File: src/rtl/seq_detector_param_pkg.sv
// Shared definitions for the parametrised serial sequence detector.
//   DEF_LEN / DEF_PATTERN / DEF_CNT_W : elaboration defaults for the top
//   clamp_len                         : maps a requested run-time length onto
//                                       the legal range 2..max_len
package seq_detector_param_pkg;

  localparam int unsigned DEF_LEN     = 4;
  localparam logic [3:0]  DEF_PATTERN = 4'b0101;
  localparam int unsigned DEF_CNT_W   = 8;

  // 0 or anything above max_len selects the full length; 1 is too short to be
  // a meaningful pattern and is widened to 2.
  function automatic int unsigned clamp_len(input int unsigned req,
                                            input int unsigned max_len);
    if (req == 0 || req > max_len) return max_len;
    else if (req == 1)             return 2;
    else                           return req;
  endfunction

endpackage

File: src/rtl/seq_detector_param_match_window.sv
// seq_match_window: serial shift register plus fill counter for the detector.
// Ports:
//   clk, rst  : clock, synchronous active-high reset
//   flush     : drop partial progress (fill <= 0), window contents kept
//   shift     : accept the bit on 'in' this cycle
//   in        : serial data bit
//   overlap   : on a hit, keep fill at len_r (1) or restart from 0 (0)
//   pat_r     : active pattern, right-aligned
//   len_r     : active pattern length (2..LEN)
//   hit       : combinational, the bit on 'in' completes a match this cycle
//   fill      : bits currently held toward a match
module seq_match_window #(
  parameter int unsigned LEN    = 4,
  parameter int unsigned FILL_W = 3
) (
  input  logic              clk,
  input  logic              rst,
  input  logic              flush,
  input  logic              shift,
  input  logic              in,
  input  logic              overlap,
  input  logic [LEN-1:0]    pat_r,
  input  logic [FILL_W-1:0] len_r,
  output logic              hit,
  output logic [FILL_W-1:0] fill
);

  // Only LEN-1 history bits need storing: together with the incoming bit they
  // form the full LEN-bit comparison window.
  logic [LEN-2:0]    window;
  logic [LEN-1:0]    nwin;
  logic [FILL_W-1:0] nfill;
  logic              mism;

  always_comb begin
    nwin  = {window, in};
    nfill = (fill >= len_r) ? len_r : fill + FILL_W'(1);
    mism  = 1'b0;
    for (int unsigned i = 0; i < LEN; i++) begin
      if (i < 32'(len_r)) mism = mism | (nwin[i] ^ pat_r[i]);
    end
    hit = (nfill == len_r) && !mism;
  end

  always_ff @(posedge clk) begin
    if (rst) begin
      window <= '0;
      fill   <= '0;
    end else if (flush) begin
      fill <= '0;
    end else if (shift) begin
      window <= nwin[LEN-2:0];
      fill   <= (hit && !overlap) ? '0 : nfill;
    end
  end

endmodule

File: src/rtl/seq_detector_param.sv
// seq_detector_param: run-time programmable serial bit-sequence detector.
// Ports:
//   clk, rst     : clock, synchronous active-high reset
//   in_valid, in : qualified serial data bit
//   overlap      : 1 = overlapping matches, 0 = restart after each match
//   clear        : drop partial progress and zero the match counter
//   cfg_load     : load cfg_pattern / cfg_len (clamped) as the active pattern
//   match        : registered one-cycle pulse after the completing bit
//   match_cnt    : saturating match count; cnt_sat flags all ones
//   fill         : bits currently held toward a match
// Per-cycle priority: rst > cfg_load > clear > in_valid.
module seq_detector_param
  import seq_detector_param_pkg::*;
#(
  parameter int unsigned    LEN     = DEF_LEN,
  parameter logic [LEN-1:0] PATTERN = DEF_PATTERN,
  parameter int unsigned    CNT_W   = DEF_CNT_W
) (
  input  logic                     clk,
  input  logic                     rst,
  input  logic                     in_valid,
  input  logic                     in,
  input  logic                     overlap,
  input  logic                     clear,
  input  logic                     cfg_load,
  input  logic [LEN-1:0]           cfg_pattern,
  input  logic [$clog2(LEN+1)-1:0] cfg_len,
  output logic                     match,
  output logic [CNT_W-1:0]         match_cnt,
  output logic                     cnt_sat,
  output logic [$clog2(LEN+1)-1:0] fill
);

  localparam int unsigned FILL_W = $clog2(LEN+1);

  logic [LEN-1:0]    pat_r;
  logic [FILL_W-1:0] len_r;
  logic              flush;
  logic              shift;
  logic              hit;

  // A load or clear in the same cycle as a valid bit discards that bit.
  assign flush   = cfg_load | clear;
  assign shift   = in_valid & ~flush;
  assign cnt_sat = &match_cnt;

  seq_match_window #(
    .LEN    (LEN),
    .FILL_W (FILL_W)
  ) u_window (
    .clk     (clk),
    .rst     (rst),
    .flush   (flush),
    .shift   (shift),
    .in      (in),
    .overlap (overlap),
    .pat_r   (pat_r),
    .len_r   (len_r),
    .hit     (hit),
    .fill    (fill)
  );

  always_ff @(posedge clk) begin
    if (rst) begin
      pat_r <= PATTERN;
      len_r <= FILL_W'(LEN);
    end else if (cfg_load) begin
      pat_r <= cfg_pattern;
      len_r <= FILL_W'(clamp_len(32'(cfg_len), LEN));
    end
  end

  always_ff @(posedge clk) begin
    if (rst || flush) begin
      match     <= 1'b0;
      match_cnt <= '0;
    end else if (shift) begin
      match <= hit;
      if (hit && !cnt_sat) match_cnt <= match_cnt + CNT_W'(1);
    end else begin
      match <= 1'b0;
    end
  end

endmodule

File: config.mk
export PLATFORM = sky130hd
export DESIGN_NAME = seq_detector_param
export DESIGN_NICKNAME = d
export VERILOG_FILES = /design/src/rtl/seq_detector_param_pkg.sv /design/src/rtl/seq_detector_param_match_window.sv /design/src/rtl/seq_detector_param.sv
export SDC_FILE = /design/constraint.sdc
export NUM_CORES = 1
export LEC_CHECK = 0
export ABC_CLOCK_PERIOD_IN_PS = 2050
export CORE_AREA = 2 2 56 58
export CTS_CLUSTER_SIZE = 12
export DETAILED_ROUTE_END_ITERATION = 10
export DIE_AREA = 0 0 58 60
export PLACE_DENSITY = 0.73
export SLEW_MARGIN = 25
export SYNTH_ARGS = -nofsm -noshare
export SYNTH_HDL_FRONTEND = slang
export SYNTH_SLANG_ARGS = --single-unit
File: constraint.sdc
create_clock -name clk -period 2.05 [get_ports clk]
set_input_delay 0.3075 -clock clk [delete_from_list [all_inputs] [get_ports clk]]
set_output_delay 0.3075 -clock clk [all_outputs]
set_load 0.01 [all_outputs]
Yosys cells after proc, flatten, opt, wreduce, memory -nomap -nowiden
Index checks and enable logic that the tools add are counted.

Logic and storage cells: 49. Bits of input ports: 14. Output and inout port bits: 13. Register bits after elaboration: 22.

$lt $le $gt $ge: 6. Bitwise operators: 11. Reduce and logical (&&, ||, !) cells: 14. Add/sub/neg operators: 2. Mux-type cells: 8. Eq/ne operators: 2.

Operators with widths (count): 3-bit two-way mux (4); 8-bit by 1-bit adder with 8-bit output, second input constant (1); 8-bit AND reduction (1); 1-bit by 3-bit < comparator with 1-bit output, first input constant (2); 2-bit by 3-bit < comparator with 1-bit output, first input constant (2); 1-bit two-way mux (4); 1-bit OR (4); 2-bit AND reduction (2); 2-bit OR reduction (2); 1-bit XOR (4); 3-bit by 1-bit adder with 3-bit output, second input constant (1); 3-bit by 1-bit == test with 1-bit output, second input constant (1); 3-bit == test (1); 3-bit >= comparator (1); 3-bit > comparator, second input constant (1); 1-bit logical AND (3); 1-bit logical NOT (3); 3-bit logical NOT (1); 1-bit logical OR (2); 1-bit inverter (2); 1-bit bitwise AND (1).

Logic depth before layout (Yosys ltp)
Gate-level depths: netlist (run 1).

Depth after elaboration: 12. Mapped depth: 9. Depth with buffers taken out: 7.

Hierarchy
Synthesis (run 1) repeated with hierarchy kept, for this count alone.

Cells, all modules: 128. Area total of the unflattened synthesis: 1194.9 um2.

Modules (own cells, without submodules): seq_detector_param (instances 1, area an instance 700.7 um2, cells an instance 78, sequential area each 320.3 um2); seq_match_window (instances 1, area an instance 494.2 um2, cells an instance 50, sequential area each 120.1 um2).

Worst setup path after synthesis (run 1)
No wires, ideal clock.

Path kind: reg2reg. Start: reg len_r[1]. End: reg u_window.fill[2]. Arrival time: 2003 ps. Data required time: 1935 ps. Period minus slack after synthesis: 2118 ps. Setup slack: -68 ps. Path buffers: 2. Cell stages (with the launch flop): 10. Library setup time: 115 ps. Cells stage by stage: dfxtp_1 -> buf_2 -> inv_1 -> ha_1 -> nand2_1 -> o21ai_1 -> o2111ai_1 -> clkbuf_2 -> or3_1 -> and3_1.

Longest elaborated chain between the ends: 12. Elaborated cells on any way between the ends: 18. Classes of those cells: order compare (5); eq/ne (1); mux (6); bitwise (3); reduce/logical (3).

RTL lines: start, declared (RTL line seq_detector_param.sv:37) `logic [FILL_W-1:0] len_r;`; start signal, assigned (RTL line seq_detector_param.sv:66) `len_r <= FILL_W'(LEN);`; start signal, assigned (RTL line seq_detector_param.sv:69) `len_r <= FILL_W'(clamp_len(32'(cfg_len), LEN));`; 1-bit by 3-bit < comparator with 1-bit output (RTL line seq_detector_param_match_window.sv:40) `if (i < 32'(len_r)) mism = mism | (nwin[i] ^ pat_r[i]);`; 1-bit two-way mux (RTL line seq_detector_param_match_window.sv:40); 1-bit OR (RTL line seq_detector_param_match_window.sv:40); 1-bit two-way mux (RTL line seq_detector_param_match_window.sv:40); 1-bit OR (RTL line seq_detector_param_match_window.sv:40); 1-bit two-way mux (RTL line seq_detector_param_match_window.sv:40); 1-bit OR (RTL line seq_detector_param_match_window.sv:40); 1-bit two-way mux (RTL line seq_detector_param_match_window.sv:40); 1-bit logical NOT (RTL line seq_detector_param_match_window.sv:42) `hit = (nfill == len_r) && !mism;`; 1-bit logical AND (RTL line seq_detector_param_match_window.sv:42); 1-bit logical AND (RTL line seq_detector_param_match_window.sv:53) `fill <= (hit && !overlap) ? '0 : nfill;`; 3-bit two-way mux (*) (RTL line seq_detector_param_match_window.sv:53); end signal, assigned (RTL line seq_detector_param_match_window.sv:53); end, declared (RTL line seq_detector_param_match_window.sv:25) `output logic [FILL_W-1:0] fill`.

Every way passes the cells marked *; elsewhere a longest branch is shown, timed or not. A chain may end at the register's enable or synchronous reset.

Final worst setup path (run 1)
Start: reg u_window.fill[0]. End: reg match_cnt[7].

Longest elaborated chain between the ends: 6. Elaborated cells on any way between the ends: 7. Classes of those cells: add/sub (1); order compare (1); eq/ne (1); mux (1); reduce/logical (3).

RTL lines: 3-bit by 1-bit adder with 3-bit output or 3-bit >= comparator (tied branches) (RTL line seq_detector_param_match_window.sv:37) `nfill = (fill >= len_r) ? len_r : fill + FILL_W'(1);`; 3-bit two-way mux (*) (RTL line seq_detector_param_match_window.sv:37); 3-bit == test (*) (RTL line seq_detector_param_match_window.sv:42); 1-bit logical AND (*) (RTL line seq_detector_param_match_window.sv:42); 1-bit logical AND (*) (RTL line seq_detector_param.sv:79) `if (hit && !cnt_sat) match_cnt <= match_cnt + CNT_W'(1);`; 2-bit AND reduction (no source line) (*); end signal, assigned (RTL line seq_detector_param.sv:79); end, declared (RTL line seq_detector_param.sv:29) `output logic [CNT_W-1:0] match_cnt,`.

Marks and branches as above.

==> impl_metrics.toml, run 1 <==
[layout]
area_delta_synth_final_pct = 44.37
diodes = 0
regArea_um2 = 451.7
final_util = 0.6241
drive_gt1_frac = 0.2350
num-nets-final = 221
multi_input_area_um2 = 817.0
fillers = 250

[power_and_ir_drop]
ir_drop_mv = 0.3975
power.total_w = 0.0007741
p_leak_nw = 0.7028
power_density_nw_per_um2 = 427.3

[sta]
slew_headroom = 0.7742
hold_viol_final = 0
layout_setup_ws_ps = 44.41
finalCritPeriodShare = 0.9783
hold_ws_ps = 480.9
min_period_ps = 2006
worstMarginPinSlew_ps = 335.8
tns_ps = 0
finalSetupViolCount = 0
fin_skew_ps = 9.398
max_freq_mhz = 498.6
drv_slew = 0

[drt]
first_pass_iters = 4
drt-vias-per-instance = 5.459
drt_iter0_drc = 34
drc = 0
ant_nets = 0
routed_wl_mm = 3.283
wl_per_cell_um = 14.09
vias = 1272

[setup_path]
worstSetupEndpointType = "register"
path_buf_inv = 3
slowest_delay_ps = 410
crit_slowest_cell = "dfxtp_4"
critical_path_class = "reg -> reg"
critPathTopFamily = "compound AO/OA/AOI/OAI gates"
r2r_cells = 9
crit_top_cell = "buf_4"
critPathLaunchType = "register"
crit_cells = 9
worstPathMaxFanout = 5
crit_chain = "inv_4, ha_4, nor2b_1, o21ai_2, o2111ai_2, buf_4, buf_4, o31ai_1, a21oi_1"
cp_data_required_time_ps = 2250
arrival_ps = 2210

[global_route]
antenna_found_initial = 0
grt_pass1_wl_mm = 5.299
gr-total-overflow = 0
track_usage = 0.1929
grt_pass1_vias = 1243
grt_max_degree = 14

[yosys]
yosysWarnings = 0
ys_seq_area_frac = 0.3509
synth.top_cell.area_share = 0.3509
synth.distinct_cells = 40
syn_nets = 172
netlist_instances = 153
netlist_area_um2 = 1255
avgSynthCellArea_um2 = 8.202
synth_edf_count = 0
async_reset_ff_frac = 0
synth_common_cells = "23 x nand2_1, 22 x dfxtp_1, 12 x nor2_1"
yosysMostFrequentCell = "nand2_1"
synth-main-ff-cell = "dfxtp_1"
ys_ff_latch = 22
post-synth-top-area-cell = "dfxtp_1"
yosys-top-cells-area = "dfxtp_1 35%, nand2_1 6.9%, ha_1 5.0%"

[min_path]
worstHoldPathCells = 2
hold_path.class = "reg -> reg"

[floorplan]
pin_count = 27
row_count = 20
dieArea_um2 = 3480
core_area_um2 = 2903
start_util = 0.4323
die_h_um = 60
die_w_um = 58

[job]
max-cap-violations = 0

[clocking]
clk_latency_ps = 310
root_buffer = "clkbuf_4"
cts.sinks = 22
clock_path_buffers = 2
cts_htree_levels = 1
cts_tree = "built"
numCtsBuffers = 3
cts.hold.buffers_added = 0
clk_pin_slew_ps = 130

[place]
numPortBuffers = 26
dpl_worst_slack_ps = -84.64
gp_congestion = 0.8774
dpl.hpwl_mm = 2.334

[run_status]
outcome = "finished, final reports clean"
[registers in the layout (all words and copies together), names as in the netlist]
signal           count
u_window.window      3
match                1
u_window.fill        3
pat_r                4
match_cnt            8
len_r                3
[final timing paths]
path                                   start                               to  slack (ps)
max            u_window.fill[0]$_SDFFE_PP0P_        match_cnt[7]$_SDFFE_PP0P_          40
min          u_window.window[1]$_SDFFE_PP0P_  u_window.window[2]$_SDFFE_PP0P_         480
max reg2reg    u_window.fill[0]$_SDFFE_PP0P_        match_cnt[7]$_SDFFE_PP0P_          40
min reg2reg  u_window.window[1]$_SDFFE_PP0P_  u_window.window[2]$_SDFFE_PP0P_         480
[cell families (layout without fill, tap and decap cells)]
logic type,Yosys count,count (layout),share of synthesized area
AOI/OAI and AO/OA,36,36,0.1974
xor gates and xnor gates,8,8,0.07079
adders and majority gates,5,5,0.04985
buffers and inverters,14,61,0.04585
DFF,22,22,0.3509
muxes,5,5,0.03988
and+or+nand+nor,63,63,0.2453
[stage by stage]
step | instances | cell area [um^2]
finish | 233 | 1812
detailed placement | 229 | 1709
floorplan | 153 | 1259
CTS | 232 | 1742
global route | 233 | 1812
global placement | 229 | 1709
[where the power goes]
group,total [W],switching [W],internal (W)
sequential,0.000442,0.00000658,0.000436
clock,0.000202,0.000133,0.0000686
combinational,0.000130,0.0000590,0.0000709
total,0.000774,0.000199,0.000575
[timing repair]
item / in CTS / in global routing
endpoints found under the setup margin: 5 / 6
pin swaps: 0 / 2
setup buffers: 0 / 1
endpoints found under the hold margin: 0 / 0
resized for setup: 6 / 14
[layout by cell type, fill, tap and decap left out, types with 2 or more instances in the layout]
cell type         n
inv_1             4
a211o_1           2
buf_4            24
clkdlybuf4s50_1  25
nand3_1           3
o31ai_1           3
nor3_1            2
mux2i_1           5
xor2_1            4
o311ai_1          2
dfxtp_2           6
a21oi_1           9
and3_1            4
nor2b_1           3
clkbuf_4          3
nand2_1          23
or3_1             2
or4_1             3
nor2_1           12
nand4_1           3
nand2b_1          4
ha_4              3
o21ai_1           3
xnor2_1           3
o21ai_0           4
ha_1              2
dfxtp_1          15
[layer usage]
layer | vias to the layer above | global-route usage | share of wire
li1 | 641 | - | -
met1 | 590 | 0.2341 | 0.43
met2 | 35 | 0.3425 | 0.51
met3 | 6 | 0.02381 | 0.042
met4 | 0 | 0.08306 | 0.015
met5 | - | 0 | 0
[cell type report]
cell class / instances / share of cell area
Clock buffer: 3 / 0.01243
Sequential cell: 22 / 0.2493
Tap cell: 33 / 0.02279
Multi-Input combinational cell: 117 / 0.4510
Inverter: 7 / 0.01588
Timing Repair Buffer: 51 / 0.2486
[worst reg2reg max path: stages, from the launching register on]
cell and delay (ps):
dfxtp_4 410, inv_4 50, ha_4 250, nor2b_1 50, o21ai_2 200, o2111ai_2 190, buf_4 190, buf_4 140
o31ai_1 310, a21oi_1 110
(Power assumes the default switching activity.)
==> run 2, diff against run 1 <==
--- a/config.mk
+++ b/config.mk
@@ -10,8 +10,9 @@
 export CTS_CLUSTER_SIZE = 12
 export DETAILED_ROUTE_END_ITERATION = 10
 export DIE_AREA = 0 0 58 60
+export GPL_ROUTABILITY_DRIVEN = 1
 export PLACE_DENSITY = 0.73
-export SLEW_MARGIN = 25
+export SLEW_MARGIN = 20
 export SYNTH_ARGS = -nofsm -noshare
 export SYNTH_HDL_FRONTEND = slang
 export SYNTH_SLANG_ARGS = --single-unit
==> results of run 2 <==
Final layout, timing and power as in run 1 (identical DEF).
